File: src/rtl/not_share_arbiter_pkg.sv
// Shared types and default sizes for the round-robin inverter scheduler.
package not_share_pkg;

  localparam int unsigned STATE_W  = 2;
  localparam int unsigned DEF_NREQ = 4;
  localparam int unsigned DEF_DW   = 8;
  localparam int unsigned DEF_CNTW = 8;

  typedef enum logic [STATE_W-1:0] {
    IDLE = 2'd0,
    EXEC = 2'd1,
    RESP = 2'd2
  } state_t;

endpackage

File: src/rtl/not_share_arbiter_if.sv
// Request/response bundle between requesters, consumer and the arbiter.
// slave: arbiter side; master: requester/consumer side.
interface not_share_arbiter_if #(
  parameter int unsigned NREQ = 4,
  parameter int unsigned DW   = 8
);
  localparam int unsigned IDW = $clog2(NREQ);

  logic                 ena;
  logic [NREQ-1:0]      req;
  logic [NREQ*DW-1:0]   req_data;
  logic [NREQ-1:0]      gnt;
  logic                 rsp_valid;
  logic [IDW-1:0]       rsp_id;
  logic [DW-1:0]        rsp_data;
  logic                 rsp_ready;
  logic                 busy;

  modport slave (
    input  ena, req, req_data, rsp_ready,
    output gnt, rsp_valid, rsp_id, rsp_data, busy
  );

  modport master (
    output ena, req, req_data, rsp_ready,
    input  gnt, rsp_valid, rsp_id, rsp_data, busy
  );
endinterface

File: src/rtl/not_share_arbiter_rr_pick.sv
// Combinational round-robin pick: first set req bit at or above ptr, wrapping.
module rr_pick #(
  parameter int unsigned NREQ = 4
) (
  input  logic [NREQ-1:0]          req,
  input  logic [$clog2(NREQ)-1:0]  ptr,
  output logic [NREQ-1:0]          pick,
  output logic [$clog2(NREQ)-1:0]  idx,
  output logic                     any
);
  localparam int unsigned IDW = $clog2(NREQ);

  logic [IDW:0]   sum;
  logic [IDW-1:0] pos;

  // Scan NREQ positions starting at ptr; the first hit wins.
  always_comb begin
    pick = '0;
    idx  = '0;
    any  = 1'b0;
    sum  = '0;
    pos  = '0;
    for (int unsigned k = 0; k < NREQ; k++) begin
      sum = {1'b0, ptr} + (IDW+1)'(k);
      if (sum >= (IDW+1)'(NREQ)) sum = sum - (IDW+1)'(NREQ);
      pos = sum[IDW-1:0];
      if (!any && req[pos]) begin
        any       = 1'b1;
        pick[pos] = 1'b1;
        idx       = pos;
      end
    end
  end
endmodule

File: src/rtl/not_share_arbiter.sv
// Round-robin scheduler sharing one registered inverter among NREQ requesters.
// Optional feature: define ARB_STATS_EN for saturating per-requester grant counters (gnt_cnt).
module not_share_arbiter
  import not_share_pkg::*;
#(
  parameter int unsigned NREQ = DEF_NREQ,
  parameter int unsigned DW   = DEF_DW
`ifdef ARB_STATS_EN
  , parameter int unsigned CNTW = DEF_CNTW
`endif
) (
  input  logic                 clk,
  input  logic                 rst,
  not_share_arbiter_if.slave   bus
`ifdef ARB_STATS_EN
  , output logic [NREQ*CNTW-1:0] gnt_cnt
`endif
);
  localparam int unsigned IDW = $clog2(NREQ);

  state_t          state;
  logic [IDW-1:0]  ptr;
  logic [IDW-1:0]  winner;
  logic [DW-1:0]   operand;

  logic [NREQ-1:0] pick;
  logic [IDW-1:0]  pick_idx;
  logic            pick_any;
  logic [DW-1:0]   sel_data;
  logic            take;

  rr_pick #(.NREQ(NREQ)) u_pick (
    .req  (bus.req),
    .ptr  (ptr),
    .pick (pick),
    .idx  (pick_idx),
    .any  (pick_any)
  );

  // Select the operand of the current round-robin winner.
  always_comb begin
    sel_data = '0;
    for (int unsigned i = 0; i < NREQ; i++) begin
      if (pick_idx == IDW'(i)) sel_data = bus.req_data[i*DW +: DW];
    end
  end

  assign take = (state == IDLE) && bus.ena && pick_any;

  // Transaction FSM with registered grant and response outputs.
  always_ff @(posedge clk) begin
    if (rst) begin
      state         <= IDLE;
      ptr           <= '0;
      winner        <= '0;
      operand       <= '0;
      bus.gnt       <= '0;
      bus.rsp_valid <= 1'b0;
      bus.rsp_id    <= '0;
      bus.rsp_data  <= '0;
    end else begin
      bus.gnt <= '0;
      case (state)
        IDLE: begin
          if (take) begin
            operand <= sel_data;
            winner  <= pick_idx;
            bus.gnt <= pick;
            state   <= EXEC;
          end
        end
        EXEC: begin
          bus.rsp_data  <= ~operand;
          bus.rsp_id    <= winner;
          bus.rsp_valid <= 1'b1;
          state         <= RESP;
        end
        RESP: begin
          if (bus.rsp_ready) begin
            bus.rsp_valid <= 1'b0;
            ptr           <= (winner == IDW'(NREQ-1)) ? '0 : winner + 1'b1;
            state         <= IDLE;
          end
        end
        default: state <= IDLE;
      endcase
    end
  end

  // Busy is decoded directly from the state register.
  always_comb begin
    bus.busy = (state != IDLE);
  end

`ifdef ARB_STATS_EN
  // Saturating grant counters, stepped on the edge that issues the grant.
  always_ff @(posedge clk) begin
    if (rst) begin
      gnt_cnt <= '0;
    end else if (take) begin
      for (int unsigned i = 0; i < NREQ; i++) begin
        if (pick[i] && (gnt_cnt[i*CNTW +: CNTW] != '1))
          gnt_cnt[i*CNTW +: CNTW] <= gnt_cnt[i*CNTW +: CNTW] + 1'b1;
      end
    end
  end
`endif

endmodule

File: src/flat_wrapper.sv
// flat-port wrapper written by rule: the top's interface ports become plain ports
module not_share_arbiter_flat import not_share_pkg::*;
#(
  parameter int unsigned NREQ = DEF_NREQ,
  parameter int unsigned DW   = DEF_DW

)
  (clk, rst, bus_ena, bus_req, bus_req_data, bus_rsp_ready, bus_gnt, bus_rsp_valid, bus_rsp_id, bus_rsp_data, bus_busy);
  not_share_arbiter_if #(.NREQ(NREQ), .DW(DW)) bus_i ();
  input  logic clk;
  input  logic rst;
  input wire logic [$bits(bus_i.ena)-1:0] bus_ena;
  input wire logic [$bits(bus_i.req)-1:0] bus_req;
  input wire logic [$bits(bus_i.req_data)-1:0] bus_req_data;
  input wire logic [$bits(bus_i.rsp_ready)-1:0] bus_rsp_ready;
  output wire logic [$bits(bus_i.gnt)-1:0] bus_gnt;
  output wire logic [$bits(bus_i.rsp_valid)-1:0] bus_rsp_valid;
  output wire logic [$bits(bus_i.rsp_id)-1:0] bus_rsp_id;
  output wire logic [$bits(bus_i.rsp_data)-1:0] bus_rsp_data;
  output wire logic [$bits(bus_i.busy)-1:0] bus_busy;
  assign bus_i.ena = bus_ena;
  assign bus_i.req = bus_req;
  assign bus_i.req_data = bus_req_data;
  assign bus_i.rsp_ready = bus_rsp_ready;
  assign bus_gnt = bus_i.gnt;
  assign bus_rsp_valid = bus_i.rsp_valid;
  assign bus_rsp_id = bus_i.rsp_id;
  assign bus_rsp_data = bus_i.rsp_data;
  assign bus_busy = bus_i.busy;
  not_share_arbiter #(.NREQ(NREQ), .DW(DW)) u_core (.clk(clk), .rst(rst), .bus(bus_i));
endmodule
File: config.mk
export PLATFORM = sky130hd
export DESIGN_NAME = not_share_arbiter_flat
export DESIGN_NICKNAME = d
export VERILOG_FILES = /design/src/rtl/not_share_arbiter_pkg.sv /design/src/rtl/not_share_arbiter_if.sv /design/src/rtl/not_share_arbiter_rr_pick.sv /design/src/rtl/not_share_arbiter.sv /design/src/flat_wrapper.sv
export SDC_FILE = /design/constraint.sdc
export NUM_CORES = 1
export LEC_CHECK = 0
export ABC_AREA = 0
export CORE_AREA = 5 5 68 70
export CTS_BUF_LIST = sky130_fd_sc_hd__clkbuf_8
export DETAILED_ROUTE_END_ITERATION = 10
export DIE_AREA = 0 0 73 75
export PLACE_DENSITY_LB_ADDON = 0.1
export SETUP_SLACK_MARGIN = 0.05
export SLEW_MARGIN = 20
export SYNTH_ARGS = -nofsm -noshare
export SYNTH_HDL_FRONTEND = slang
export SYNTH_HIERARCHICAL = 1
export SYNTH_SLANG_ARGS = --single-unit
File: constraint.sdc
create_clock -name clk -period 2.7 [get_ports clk]
set_input_delay 0.54 -clock clk [delete_from_list [all_inputs] [get_ports clk]]
set_output_delay 0.54 -clock clk [all_outputs]
set_load 0.05 [all_outputs]
Word level (Yosys, flattened, before mapping)
Index checks and enable logic that the tools add are counted.
W data, S select, Z words.
{"block": "totals", "regBits": 29, "inputBits": 40, "elab_cells": 105}
{"block": "classes", "addsub": 8, "order_cmp": 12, "eq_ne": 8, "n_mux": 42, "n_bitwise": 6, "n_reduce_logical": 21}
{"cell": "$mux W8", "count": 4}
{"cell": "$mux W2", "count": 11}
{"cell": "$mux W4", "count": 4}
{"cell": "$mux W1", "count": 13}
{"cell": "$lt A2 B3 Y1 const B", "count": 4}
{"cell": "$or A4 B4 Y4", "count": 3}
{"cell": "$ge A3 B3 Y1 const B", "count": 3}
{"cell": "$logic_and A1 B1 Y1", "count": 9}
{"cell": "$bmux W1 S2", "count": 4}
{"cell": "$demux W1 S2", "count": 4}
{"cell": "$eq A2 B2 Y1 const B", "count": 4}
{"cell": "$ge A2 B1 Y1 const B", "count": 4}
{"cell": "$not A8 Y8", "count": 1}
{"cell": "$reduce_and A2 Y1", "count": 4}
{"cell": "$sub A2 B1 Y2 const B", "count": 4}
{"cell": "$add A2 B2 Y3 const B", "count": 2}
{"cell": "$pmux W2 S3", "count": 1}
{"cell": "$eq A2 B1 Y1 const B", "count": 2}
{"cell": "$logic_not A2 Y1", "count": 2}
{"cell": "$reduce_bool A2 Y1", "count": 2}
{"cell": "$add A2 B1 Y3 const B", "count": 1}
{"cell": "$ge A2 B3 Y1 const B", "count": 1}
{"cell": "$logic_not A1 Y1", "count": 3}
{"cell": "$reduce_or A3 Y1", "count": 1}
{"cell": "5 further kinds", "count": 6}

Logic depth before layout (Yosys ltp)
Gate-level depths: netlist of the first run.
{"block": "logic_depth", "word_depth": 19, "depth_mapped": 11, "depth_no_buf": 8}

Modules after synthesis
The synthesis of the first run kept the hierarchy.
{"module": "not_share_arbiter", "n_inst": 1, "cells_per_inst": 100, "area_per_inst_um2": 1187.4, "seq_area_each_um2": 580.6}
{"module": "rr_pick", "n_inst": 1, "cells_per_inst": 45, "area_per_inst_um2": 421.7, "seq_area_each_um2": 0.0}

Worst setup path after synthesis of the first run
Ideal clock, no wire load.
{"block": "synth_timing", "path_kind": "flip-flop to flip-flop", "startpoint": "reg u_core.ptr[0]", "endpoint": "reg u_core.operand[7]", "setup_time_ps": 117, "arrival_ps": 2692, "t_required_ps": 2583, "path_slack_ps": -109, "stages_incl_launch_ff": 12, "period_less_slack_ps": 2809, "path_cell_list": "dfxtp_1 > buf_6 > inv_1 > ha_1 > mux4_2 > buf_6 > nor4b_4 > nor2_1 > a32o_1 > clkbuf_1 > mux4_2 > a22o_1"}
{"block": "synth_between", "elab_chain_cells": 19}
{"element": "start: declaration", "line_no": "not_share_arbiter.sv:22", "rtl": "logic [IDW-1:0] ptr;"}
{"element": "start signal: assignment", "line_no": "not_share_arbiter.sv:81", "rtl": "ptr <= (winner == IDW'(NREQ-1)) ? '0 : winner + 1'b1;"}
{"element": "parallel branches: the longest is 13 deep, another holds $add A2 B1 Y3"}
{"element": "$mux W2 (*)", "line_no": "not_share_arbiter_rr_pick.sv:27", "rtl": "if (!any && req[pos]) begin"}
{"element": "via u_core.pick_idx[1]", "line_no": "not_share_arbiter.sv:27", "rtl": "logic [IDW-1:0] pick_idx;"}
{"element": "$logic_not A2 Y1", "line_no": "not_share_arbiter.sv:44", "rtl": "if (pick_idx == IDW'(i)) sel_data = bus.req_data[i*DW +: DW];"}
{"element": "$mux W8 (3 in a row)", "line_no": "not_share_arbiter.sv:44"}
{"element": "$mux W8 (*)", "line_no": "not_share_arbiter.sv:44"}
{"element": "end signal: assignment", "line_no": "not_share_arbiter.sv:66", "rtl": "operand <= sel_data;"}
{"element": "end: declaration", "line_no": "not_share_arbiter.sv:24", "rtl": "logic [DW-1:0] operand;"}
Mark *: on every way through the listed nets, which the timed path passes. The select of a mux whose other input is x is not followed.
A chain may end at the register's enable or synchronous reset.

Worst setup path after layout of the first run
{"block": "layout_timing", "startpoint": "in bus_req[1]", "endpoint": "reg u_core.operand[2]"}
{"block": "layout_between", "elab_chain_cells": 17}
{"element": "start: declaration", "line_no": "flat_wrapper.sv:13", "rtl": "input wire logic [$bits(bus_i.req)-1:0] bus_req;"}
{"element": "$bmux W1 S2", "line_no": "not_share_arbiter_rr_pick.sv:27"}
{"element": "$mux W1 (implied by the code)", "line_no": "not_share_arbiter_rr_pick.sv:27"}
{"element": "$mux W1", "line_no": "not_share_arbiter_rr_pick.sv:27"}
{"element": "$logic_not A1 Y1", "line_no": "not_share_arbiter_rr_pick.sv:27"}
{"element": "$logic_and A1 B1 Y1", "line_no": "not_share_arbiter_rr_pick.sv:27"}
{"element": "$mux W1", "line_no": "not_share_arbiter_rr_pick.sv:27"}
{"element": "$logic_not A1 Y1", "line_no": "not_share_arbiter_rr_pick.sv:27"}
{"element": "$logic_and A1 B1 Y1", "line_no": "not_share_arbiter_rr_pick.sv:27"}
{"element": "$mux W1", "line_no": "not_share_arbiter_rr_pick.sv:27"}
{"element": "$logic_not A1 Y1", "line_no": "not_share_arbiter_rr_pick.sv:27"}
{"element": "$logic_and A1 B1 Y1", "line_no": "not_share_arbiter_rr_pick.sv:27"}
{"element": "$mux W2 (*)", "line_no": "not_share_arbiter_rr_pick.sv:27"}
{"element": "via u_core.pick_idx[0]", "line_no": "not_share_arbiter.sv:27"}
{"element": "$logic_not A2 Y1", "line_no": "not_share_arbiter.sv:44"}
{"element": "$mux W8 (3 in a row)", "line_no": "not_share_arbiter.sv:44"}
{"element": "$mux W8 (*)", "line_no": "not_share_arbiter.sv:44"}
Mark *: on every way through the listed nets, which the timed path passes. The rest lies on a longest branch. The select of a mux whose other input is x is not followed.

==> results.md, run 1 <==
* GRT Total Usage at 15.9%
* Max-slew violation count at 0
* Root buffer cell: clkbuf_8
* Vias per inst at 5.28
* Worst endpoint required time at 2.86 ns
* DP Wirelength at 3250 µm
* Initial antenna violation count at 0
* Critical path startpoint category: primary input
* Share of cells above drive strength 1 at 24.3%
* Post-synthesis sequential area ratio at 36.1%
* Library cells used by synthesis at 36
* GR Layer Usage met3 at 4.41%
* Worst-path cell chain: dlygate4sd2_1, mux4_2, nor2b_1, nor2_1, o31ai_2, buf_4, mux4_1, a22o_1
* Reg2reg start: u_core/ptr[0]$_SDFFE_PP0P_
* Hold path depth at 1
* TritonCTS Buffers at 5
* Cell area after synthesis at between 0.0015 and 0.002 mm²
* Die height at between 70 and 80 µm
* Fmax at 390 MHz
* Critical path arrival at about 2.7 ns
* Yosys warns at 6
* Largest net degree at the start of global routing at 17
* Num ports at 56
* Syn Area/Cell at 11.1 µm²
* Initial DRC count at 105
* Met1 GRT Util at a little under a fifth
* Total number of H-tree levels at 2
* P&R area growth vs syn at 54.3%
* Grt met2 use at 27.3%
* Fin crit share at a little over nine tenths
* Crit path max fanout at 5
* Power density over the cells at 512 mW/mm²
* Hold Violations, Final at 0
* Yosys reg bits at 29
* Grt ovf at 0
* Setup_tns at 0 ns
* Final WL at 4270 µm
* Post-synth ARST share at 0%
* Clock Tree Buf Depth at 2
* Diodes inserted at 0
* Critical path type: primary input to flop
* Core area at 0.00391 mm²
* FF-to-FF setup slack at 0.16 ns
* Final min period at 2.56 ns
* Die span in x at 73 µm
* Vias in the first global route at 1399
* First-pass GRT wire length at 6640 µm
* Final Skew at 0.00972 ns
* Max_cap viols at 0
* Critical path buffers and inverters at 2
* Die Area at 0.00548 mm²
* Std cell rows at 23
* Number of synthesized flops with an enable pin at 0
* Final GP Congestion at 0.764
* Post-route ant nets at 0
* GR peak layer: met2
* Initial core utilization at 41.1%
* Worst slew pin tran at 0.504 ns
* Place WS at -0.441 ns
* Skew-Pair Late Insertion Delay at 0.28 ns
* RSZ-0062 raised after global routing: no
* Max_slew headroom at 66.3%
* CTS tree: yes
* Hold Path Sink: u_core/bus.rsp_data[6]$_SDFFE_PP0P_
* Drt first pass iters at 4
* R2R Path End: u_core/operand[7]$_SDFFE_PP0P_
* Vias at 1435
* Fill cells at between 300 and 400
* Slowest cell on crit path: mux4_1
* Nets@finish at around 270
* Port bufs at 55
* Worst R2R Path Depth at 8
* Min-delay worst type: flop to flop
* Detailed-route DRC error count at 0
* Crit. End Element: flop
* Top delay family on crit path: multiplexers
* Crit-path max cell delay at 0.56 ns
* # hold bufs at CTS at 0
* Core Util, Final at 63.4%
* Worst Slack Setup Final at 0.138 ns
* HP Start: u_core/operand[6]$_SDFFE_PP0P_
* Worst VDD drop at 330 µV
* Mapped Cells at approximately 150
* Main synth FF type: dfxtp_1
* Leakage power at between 0.0009 and 0.001 µW
* CTS sink cnt at 29
* Clk slew on worst S/H paths at 0.06 ns
* Status: finished clean
* Final setup fails at 0
* Syn nets at ~190
* Routed WL per cell at roughly 16 µm
## synth_stat cells, drive strengths merged (2+ instances only)
library cell,n,area [µm²]
a211oi,7,52.6
a21oi,6,30.0
a22o,8,70.1
a22oi,8,60.1
and2,4,25.0
and2b,2,18.8
buf,7,58.8
clkbuf,3,11.3
dfxtp,29,581
ha,6,75.1
inv,3,11.3
mux2i,5,50.1
mux4,12,297
nand2,6,22.5
nand2b,4,25.0
nor2,15,58.8
nor2b,2,12.5
o21ai,5,25.0
## where the power goes
group	total, µW	switching (µW)	internal, µW
clock network	450	153	296
registers	476	18.6	457
logic	346	160	185
## sequential cells by signal, indices dropped and copies added (netlist names)
name                  count
u_core/bus.rsp_data       8
u_core/operand            8
u_core/bus.gnt            4
u_core/bus.rsp_id         2
u_core/ptr                2
u_core/state              2
u_core/winner             2
u_core/bus.rsp_valid      1
## per-layer routing
layer / vias up / wire length (µm)
li1: 707 / -
met1: 680 / 1800
met2: 42 / 2130
met3: 6 / 283
met4: 0 / 62
met5: - / 0
## layout make-up
cell class                 instances  area [µm²]  area share, %
clock buffer                       6        82.6           3.33
clock inverter                     2        33.8           1.36
inverter                           3        11.3          0.454
multi-input combinational        104         986           39.7
sequential                        29         588           23.7
tap                               50        62.6           2.52
timing repair buffer              78         718           28.9
## what timing repair did
item / 4_1_cts / 5_1_grt
buffers inserted: 4 / 2
resized for setup: 6 / 7
pin swaps: 1 / 3
gates cloned: 0 / 1
endpoints found under the hold margin: 0 / 0
endpoints found under the setup margin: 8 / 8
## how the worst max path moves through the flow
stage / startpoint / end / slack (ns) / cells past startpoint
final: bus_req[1] / u_core/operand[2]$_SDFFE_PP0P_ / 0.14 / 8
after global routing: bus_req[1] / u_core/operand[6]$_SDFFE_PP0P_ / 0.06 / 8
after CTS: u_core/ptr[1]$_SDFFE_PP0P_ / u_core/operand[7]$_SDFFE_PP0P_ / 0.04 / 9
after detailed placement: bus_req[0] / u_core/operand[7]$_SDFFE_PP0P_ / -0.44 / 8
after global placement: bus_req[3] / u_core/operand[7]$_SDFFE_PP0P_ / -0.37 / 8
after floorplan: u_core/ptr[0]$_SDFFE_PP0P_ / u_core/operand[2]$_SDFFE_PP0P_ / 0.04 / 11
## through the flow
step / hold slack (ns) / cells / cell area (µm²) / total power, µW
6_report: 0.438 / 272 / 2480 / 1270
3_3_place_gp: 0.423 / 257 / 2300 / 809
3_5_place_dp: 0.428 / 257 / 2300 / 818
5_1_grt: 0.461 / 272 / 2480 / 1330
2_1_floorplan: 0.414 / 145 / 1630 / 686
4_1_cts: 0.436 / 269 / 2440 / 1280
## cells by family (layout without fill, tap and decap cells)
| logic type | count (synthesis) | count (layout) | share of synthesized area [%] |
|---|---|---|---|
| AND/OR/NAND/NOR | 41 | 41 | 15.1 |
| AO/OA/AOI/OAI | 38 | 39 | 16.9 |
| flip-flops | 29 | 29 | 36.1 |
| multiplexers | 18 | 18 | 22.2 |
| buffers and inverters | 13 | 89 | 5.05 |
| adder cells (fa/ha/maj) | 6 | 6 | 4.67 |
## cells in the final DEF, fill, tap and decap left out, drive strengths merged
| cell type | count |
|---|---|
| a211oi | 7 |
| a21oi | 6 |
| a22o | 8 |
| a22oi | 8 |
| a32o | 2 |
| and2 | 4 |
| and2b | 2 |
| and4bb | 1 |
| buf | 23 |
| bufinv | 1 |
| clkbuf | 6 |
| clkdlybuf4s50 | 51 |
| dfxtp | 29 |
| dlygate4sd2 | 4 |
| ha | 6 |
| inv | 4 |
| mux2 | 1 |
| mux2i | 5 |
| mux4 | 12 |
| nand2 | 6 |
| nand2b | 4 |
| nand3b | 1 |
| nor2 | 15 |
| nor2b | 2 |
| nor3 | 1 |
| nor4 | 1 |
| nor4b | 1 |
| o211ai | 1 |
| o21ai | 5 |
| o221ai | 1 |
| o31ai | 1 |
| or2 | 1 |
| or3 | 1 |
| or3b | 1 |
(Power assumes the default switching activity.)
==> run 2, diff against run 1 <==
- PLACE_DENSITY: default -> 0.77
- PLACE_DENSITY_LB_ADDON: 0.1 -> default
==> run 2 against run 1 <==
First-iteration DRC count down 19%. Final area down 2.6%. Highest routed layer unchanged. Cell count down 2.6%. Via count up 2.4%. Count of clock-buffer cells in the layout unchanged. Total power down 8.3%.
==> results.md, run 2 (synthesis gave the netlist of run 1 again) <==
* Vias at 1469 (+2.4%)
* Commonest non-fill, non-tap cell in the layout: clkdlybuf4s50_1
* DP Wirelength at 3350 µm (+3.1%)
* P&R area growth vs syn at 50.2%
* Crit. End Element: flop
* Fmax at 392 MHz (+0.37%)
* Grt ovf at 0 (unchanged)
* Initial antenna violation count at 0 (unchanged)
* CTS tree: yes
* Die span in x at 73 µm (unchanged)
* Final setup fails at 0 (unchanged)
* Initial DRC count at 85 (-19%)
* Status: finished clean
* Top delay family on crit path: multiplexers
* Crit path max fanout at 4 (-1)
* Core Util, Final at 61.8% (-1.7 points)
* Total number of H-tree levels at 2 (unchanged)
* FF-to-FF setup slack at 0.15 ns (about the same)
* Hold Violations, Final at 0 (unchanged)
* Worst-path cell chain: inv_2, ha_4, mux4_2, and2b_2, o21ai_1, o31ai_2, buf_4, mux4_2, a22o_1
* Clk slew on worst S/H paths at 0.06 ns (about the same)
* Critical Path Most Common Cell: mux4_2
* Worst endpoint required time at 2.87 ns (about the same)
* Slowest cell on crit path: mux4_2
* Worst slew pin tran at 0.512 ns (+0.00785 ns)
* Port bufs at 55 (unchanged)
* Skew-Pair Late Insertion Delay at 0.27 ns (about the same)
* Worst VDD drop at 171 µV (-48%)
* Top Registers: u_core/bus.rsp_data (8), u_core/operand (8), u_core/bus.gnt (4)
* Most frequent cells in the layout: clkdlybuf4s50_1, dfxtp_1, buf_4, nor2_1
* Crit-path max cell delay at 0.49 ns (-0.07 ns)
* Final Skew at 0.00255 ns (-0.00716 ns)
* RSZ-0062 raised after global routing: no
* Max_slew headroom at 65.8% (-0.52 points)
* Max-slew violation count at 0 (unchanged)
* Routed WL per cell at 16.5 µm (+5.0%)
* Final WL at 4370 µm (+2.3%)
* Initial core utilization at 41.1% (unchanged)
* Critical path type: flop to flop
* # hold bufs at CTS at 0 (unchanged)
* Post-DP Area at 0.00228 mm² (-0.65%)
* Critical path buffers and inverters at 2 (unchanged)
* Leakage power at 0.000914 µW (-4.8%)
* Drt first pass iters at 4 (unchanged)
* Root buffer cell: clkbuf_8
* Final GP Congestion at 0.833 (+9.1%)
* Clock Tree Buf Depth at 2 (unchanged)
* Num ports at 56 (unchanged)
* CTS sink cnt at 29 (unchanged)
* GRT Total Usage at 15.9% (+0.019 points)
* Fin crit share at 94.6% (-0.35 points)
* Final Instance Area at 0.00242 mm² (-2.6%)
* Max_cap viols at 0 (unchanged)
* Setup_tns at 0 ns (unchanged)
* Vias in the first global route at 1445 (+3.3%)
* Nets@finish at 261 (-2.2%)
* Core area at 0.00391 mm² (unchanged)
* Critical path arrival at 2.72 ns (about the same)
* Min-delay worst type: flop to flop
* Detailed-route DRC error count at 0 (unchanged)
* First-pass GRT wire length at 6690 µm (+0.84%)
* Critical path startpoint category: flop
* Power density over the cells at 482 mW/mm² (-5.8%)
* Final min period at 2.55 ns (-0.00944 ns)
* Std cell rows at 23 (unchanged)
* Largest net degree at the start of global routing at 16 (-1)
* TritonCTS Buffers at 5 (unchanged)
* Die Area at 0.00548 mm² (unchanged)
* Diodes inserted at 0 (unchanged)
* Share of cells above drive strength 1 at 22.8% (-1.5 points)
* Vias per inst at 5.54 (+5.1%)
* Die height at 75 µm (unchanged)
* Post-route ant nets at 0 (unchanged)
run 2: layer usage:
layer | track usage [%] | share of wire, % | vias to the layer above
met5 | 0 | 0 | -
met4 | 7.17 | 1.9 | 0
met3 | 3.74 | 7.7 | 10
met2 | 28.8 | 53 | 52
met1 | 17.8 | 38 | 707
li1 | - | - | 700
run 2: repair_timing:
item                                    4_1_cts  5_1_grt
endpoints found under the setup margin        8        8
buffers inserted                              1        0
cloned                                        1        1
pin swaps                                     2        3
resized for setup                             9       12
run 2: worst register-to-register path: stages (launching register included):
cell and delay [ns]:
dfxtp_4 0.37, inv_2 0.07, ha_4 0.29, mux4_2 0.34, and2b_2 0.26, o21ai_1 0.07
o31ai_2 0.10, buf_4 0.21, mux4_2 0.49, a22o_1 0.23
run 2: worst paths after layout:
check / startpoint / to / cells after the start
max: u_core/ptr[1]$_SDFFE_PP0P_ / u_core/operand[7]$_SDFFE_PP0P_ / 9
min: u_core/operand[2]$_SDFFE_PP0P_ / u_core/bus.rsp_data[2]$_SDFFE_PP0P_ / 1
max reg2reg: u_core/ptr[1]$_SDFFE_PP0P_ / u_core/operand[7]$_SDFFE_PP0P_ / 9
min reg2reg: u_core/operand[2]$_SDFFE_PP0P_ / u_core/bus.rsp_data[2]$_SDFFE_PP0P_ / 1
run 2: power by group:
group,leakage [µW],internal (µW),switching (µW)
registers,0.000239,457,19.0
clock network,0.0000485,198,150
logic,0.000627,181,161
run 2: through the flow:
| stage | hold slack, ns | cells | worst slack [ns] | power (µW) |
|---|---|---|---|---|
| finish | 0.444 | 265 | 0.147 | 1170 |
| global route | 0.464 | 265 | 0.0605 | 1220 |
| CTS | 0.438 | 264 | 0.104 | 1160 |
| detailed placement | 0.430 | 255 | -0.442 | 815 |
| global placement | 0.429 | 255 | -0.330 | 804 |
| floorplan | 0.414 | 145 | 0.0366 | 686 |
run 2: cell type report:
cell class | instances | area (µm²)
fillers | 308 | 1500
multi-input cells | 104 | 992
repair buffers | 72 | 677
flip-flops and latches | 29 | 588
clock buffers | 6 | 82.6
well taps | 50 | 62.6
inverters | 3 | 11.3
clock inverters | 1 | 3.75
==> run 3, diff against run 2 <==
- CAP_MARGIN: default -> 20
- CORE_AREA: 5 5 68 70 -> 5 5 66 68
- DIE_AREA: 0 0 73 75 -> 0 0 71 73
- PLACE_DENSITY: 0.77 -> 0.78
- clock period: 2.7 -> 2.85 ns (I/O delays scaled with it)
==> run 3 against run 2 <==
Utilization is 0.88 points higher. Final area is 1.6% lower. First-iteration DRC count is 36% lower. Setup slack better by 0.077 ns. Sequential share of layout area is 0.068 points higher. Register-to-register slack better by 0.08 ns. Global-route usage is 0.59 points higher. Count of clock-buffer cells in the layout stayed put. Critical path depth is 2 lower. Via count is 3.7% lower. Critical endpoint unchanged. Wire length is 6.1% lower. Clock power is 5% lower.
==> results.md, run 3 (synthesis gave the netlist of run 1 again) <==
* Largest net degree at the start of global routing at 16 (unchanged)
* Placed Cells at 255 (unchanged)
* Fill cells at 312 (+1.3%)
* Critical path arrival at 2.80 ns (+0.08 ns)
* CTS sink cnt at 29 (unchanged)
* Final min period at 2.63 ns (+0.0734 ns)
* DP Wirelength at 3230 µm (-3.7%)
* Initial DRC count at 54 (-36%)
* Critical path type: flop to flop
* Std cell rows at 23 (unchanged)
* Register Area at 581 µm² (-1.3%)
* Worst slew pin tran at 0.512 ns (-0.000218 ns)
* Routed WL per cell at 15.6 µm (-5.4%)
* Share of cells above drive strength 1 at 18.8% (-4.0 points)
* Hold Violations, Final at 0 (unchanged)
* Layout Cells excl Fill at 263 (-0.75%)
* Die Area at 0.00518 mm² (-5.3%)
* Initial antenna violation count at 0 (unchanged)
* TritonCTS Buffers at 5 (unchanged)
* GRT Total Usage at 16.5% (+0.59 points)
* P&R area growth vs syn at 47.9%
* Clk slew on worst S/H paths at 0.06 ns (about the same)
* Crit. End Element: flop
* Vias in the first global route at 1456 (+0.76%)
* Vias at 1414 (-3.7%)
* Final Skew at 0.00738 ns (+0.00483 ns)
* Detailed-route DRC error count at 0 (unchanged)
* Final setup fails at 0 (unchanged)
* Worst VDD drop at 162 µV (-4.9%)
* Crit path max fanout at 13 (+9)
* Clock Tree Buf Depth at 2 (unchanged)
* Core area at 0.00380 mm² (-2.9%)
* Status: finished clean
* Worst endpoint required time at 3.03 ns (+0.16 ns)
* Setup_tns at 0 ns (unchanged)
* Post-route ant nets at 0 (unchanged)
* Commonest non-fill, non-tap cell in the layout: clkdlybuf4s50_1
* Die height at 73 µm (-2.7%)
* Fin crit share at 92.2% (-2.4 points)
* Root buffer cell: clkbuf_8
* Worst R2R Path Depth at 7 (-2)
* FF-to-FF setup slack at 0.22 ns (+0.08 ns)
* Core Util, Final at 62.6% (+0.88 points)
* RSZ-0062 raised after global routing: no
* Drt first pass iters at 4 (unchanged)
* Port bufs at 55 (unchanged)
* Leakage power at 0.000932 µW (+2.0%)
* Num ports at 56 (unchanged)
* Most frequent cells in the layout: clkdlybuf4s50_1, dfxtp_1, buf_4, nor2_1
* Total power draw at 1100 µW (-5.8%)
* Die span in x at 71 µm (-2.7%)
* Diodes inserted at 0 (unchanged)
* CTS tree: yes
* Critical path startpoint category: flop
* Initial core utilization at 42.4% (+1.2 points)
* Power density over the cells at 462 mW/mm² (-4.3%)
* Max_slew headroom at 65.8% (about the same)
* Vias per inst at 5.38 (-3.0%)
* Multi-input gate area at 958 µm² (-3.4%)
* Hold path depth at 1 (unchanged)
* Nets@finish at 259 (-0.77%)
* Final WL at 4100 µm (-6.1%)
* Max_cap viols at 0 (unchanged)
* Min-delay worst type: flop to flop
* Skew-Pair Late Insertion Delay at 0.28 ns (about the same)
* Final GP Congestion at 0.916 (+9.9%)
* Total number of H-tree levels at 2 (unchanged)
* First-pass GRT wire length at 6680 µm (-0.21%)
* Max-slew violation count at 0 (unchanged)
* Top Registers: u_core/bus.rsp_data (8), u_core/operand (8), u_core/bus.gnt (4)
* Grt ovf at 0 (unchanged)
* Fmax at 381 MHz (-2.8%)
run 3: cell types whose count changed in the layout (fill, tap and decap cells not counted), moves of 2 or more:
cell,change
inv_1,+2
inv_2,-2
clkdlybuf4s15_1,-3
dfxtp_4,-2
dlymetal6s2s_1,+4
dfxtp_1,+2
run 3: worst max-delay path, stage by stage (launching register included):
cell	delay, ns
dfxtp_1	0.33
buf_4	0.22
mux4_2	0.55
buf_4	0.18
nor3_1	0.28
a32o_2	0.39
mux4_2	0.34
a22o_1	0.24
run 3: worst paths after layout:
| check | start | to |
|---|---|---|
| worst max-delay path | u_core/ptr[0]$_SDFFE_PP0P_ | u_core/operand[7]$_SDFFE_PP0P_ |
| worst min-delay path | u_core/operand[1]$_SDFFE_PP0P_ | u_core/bus.rsp_data[1]$_SDFFE_PP0P_ |
| worst max register to register | u_core/ptr[0]$_SDFFE_PP0P_ | u_core/operand[7]$_SDFFE_PP0P_ |
| worst min register to register | u_core/operand[1]$_SDFFE_PP0P_ | u_core/bus.rsp_data[1]$_SDFFE_PP0P_ |
run 3: where the power goes:
group / switching (µW) / internal (µW)
Clock: 145 / 187
Combinational: 148 / 168
Sequential: 16.3 / 435
run 3: cell type report:
type	instances	share of cell area, %
timing repair buffer	71	28.6
multi-input combinational	103	40.3
tap	50	2.63
clock inverter	1	0.158
sequential	29	24.4
clock buffer	6	3.47
inverter	3	0.473
run 3: timing repair:
action                     CTS  global route
buffers inserted             1             0
hold buffers                 0             0
pin swaps                    0             1
setup endpoints to repair    8             8
resized for setup            2             6
run 3: through the flow:
stage               area (µm²)  worst slack (ns)  hold slack [ns]
CTS                       2360            0.0636            0.438
floorplan                 1610            0.0598            0.414
detailed placement        2270            -0.323            0.431
global placement          2270            -0.204            0.423
global route              2380             0.128            0.461
finish                    2380             0.224            0.435
run 3: metal layers:
layer | GRT usage (%) | wire, µm
met1 | 18.1 | 1650
met2 | 29.7 | 2140
met3 | 5.10 | 252
met4 | 6.89 | 63
met5 | 0 | 0
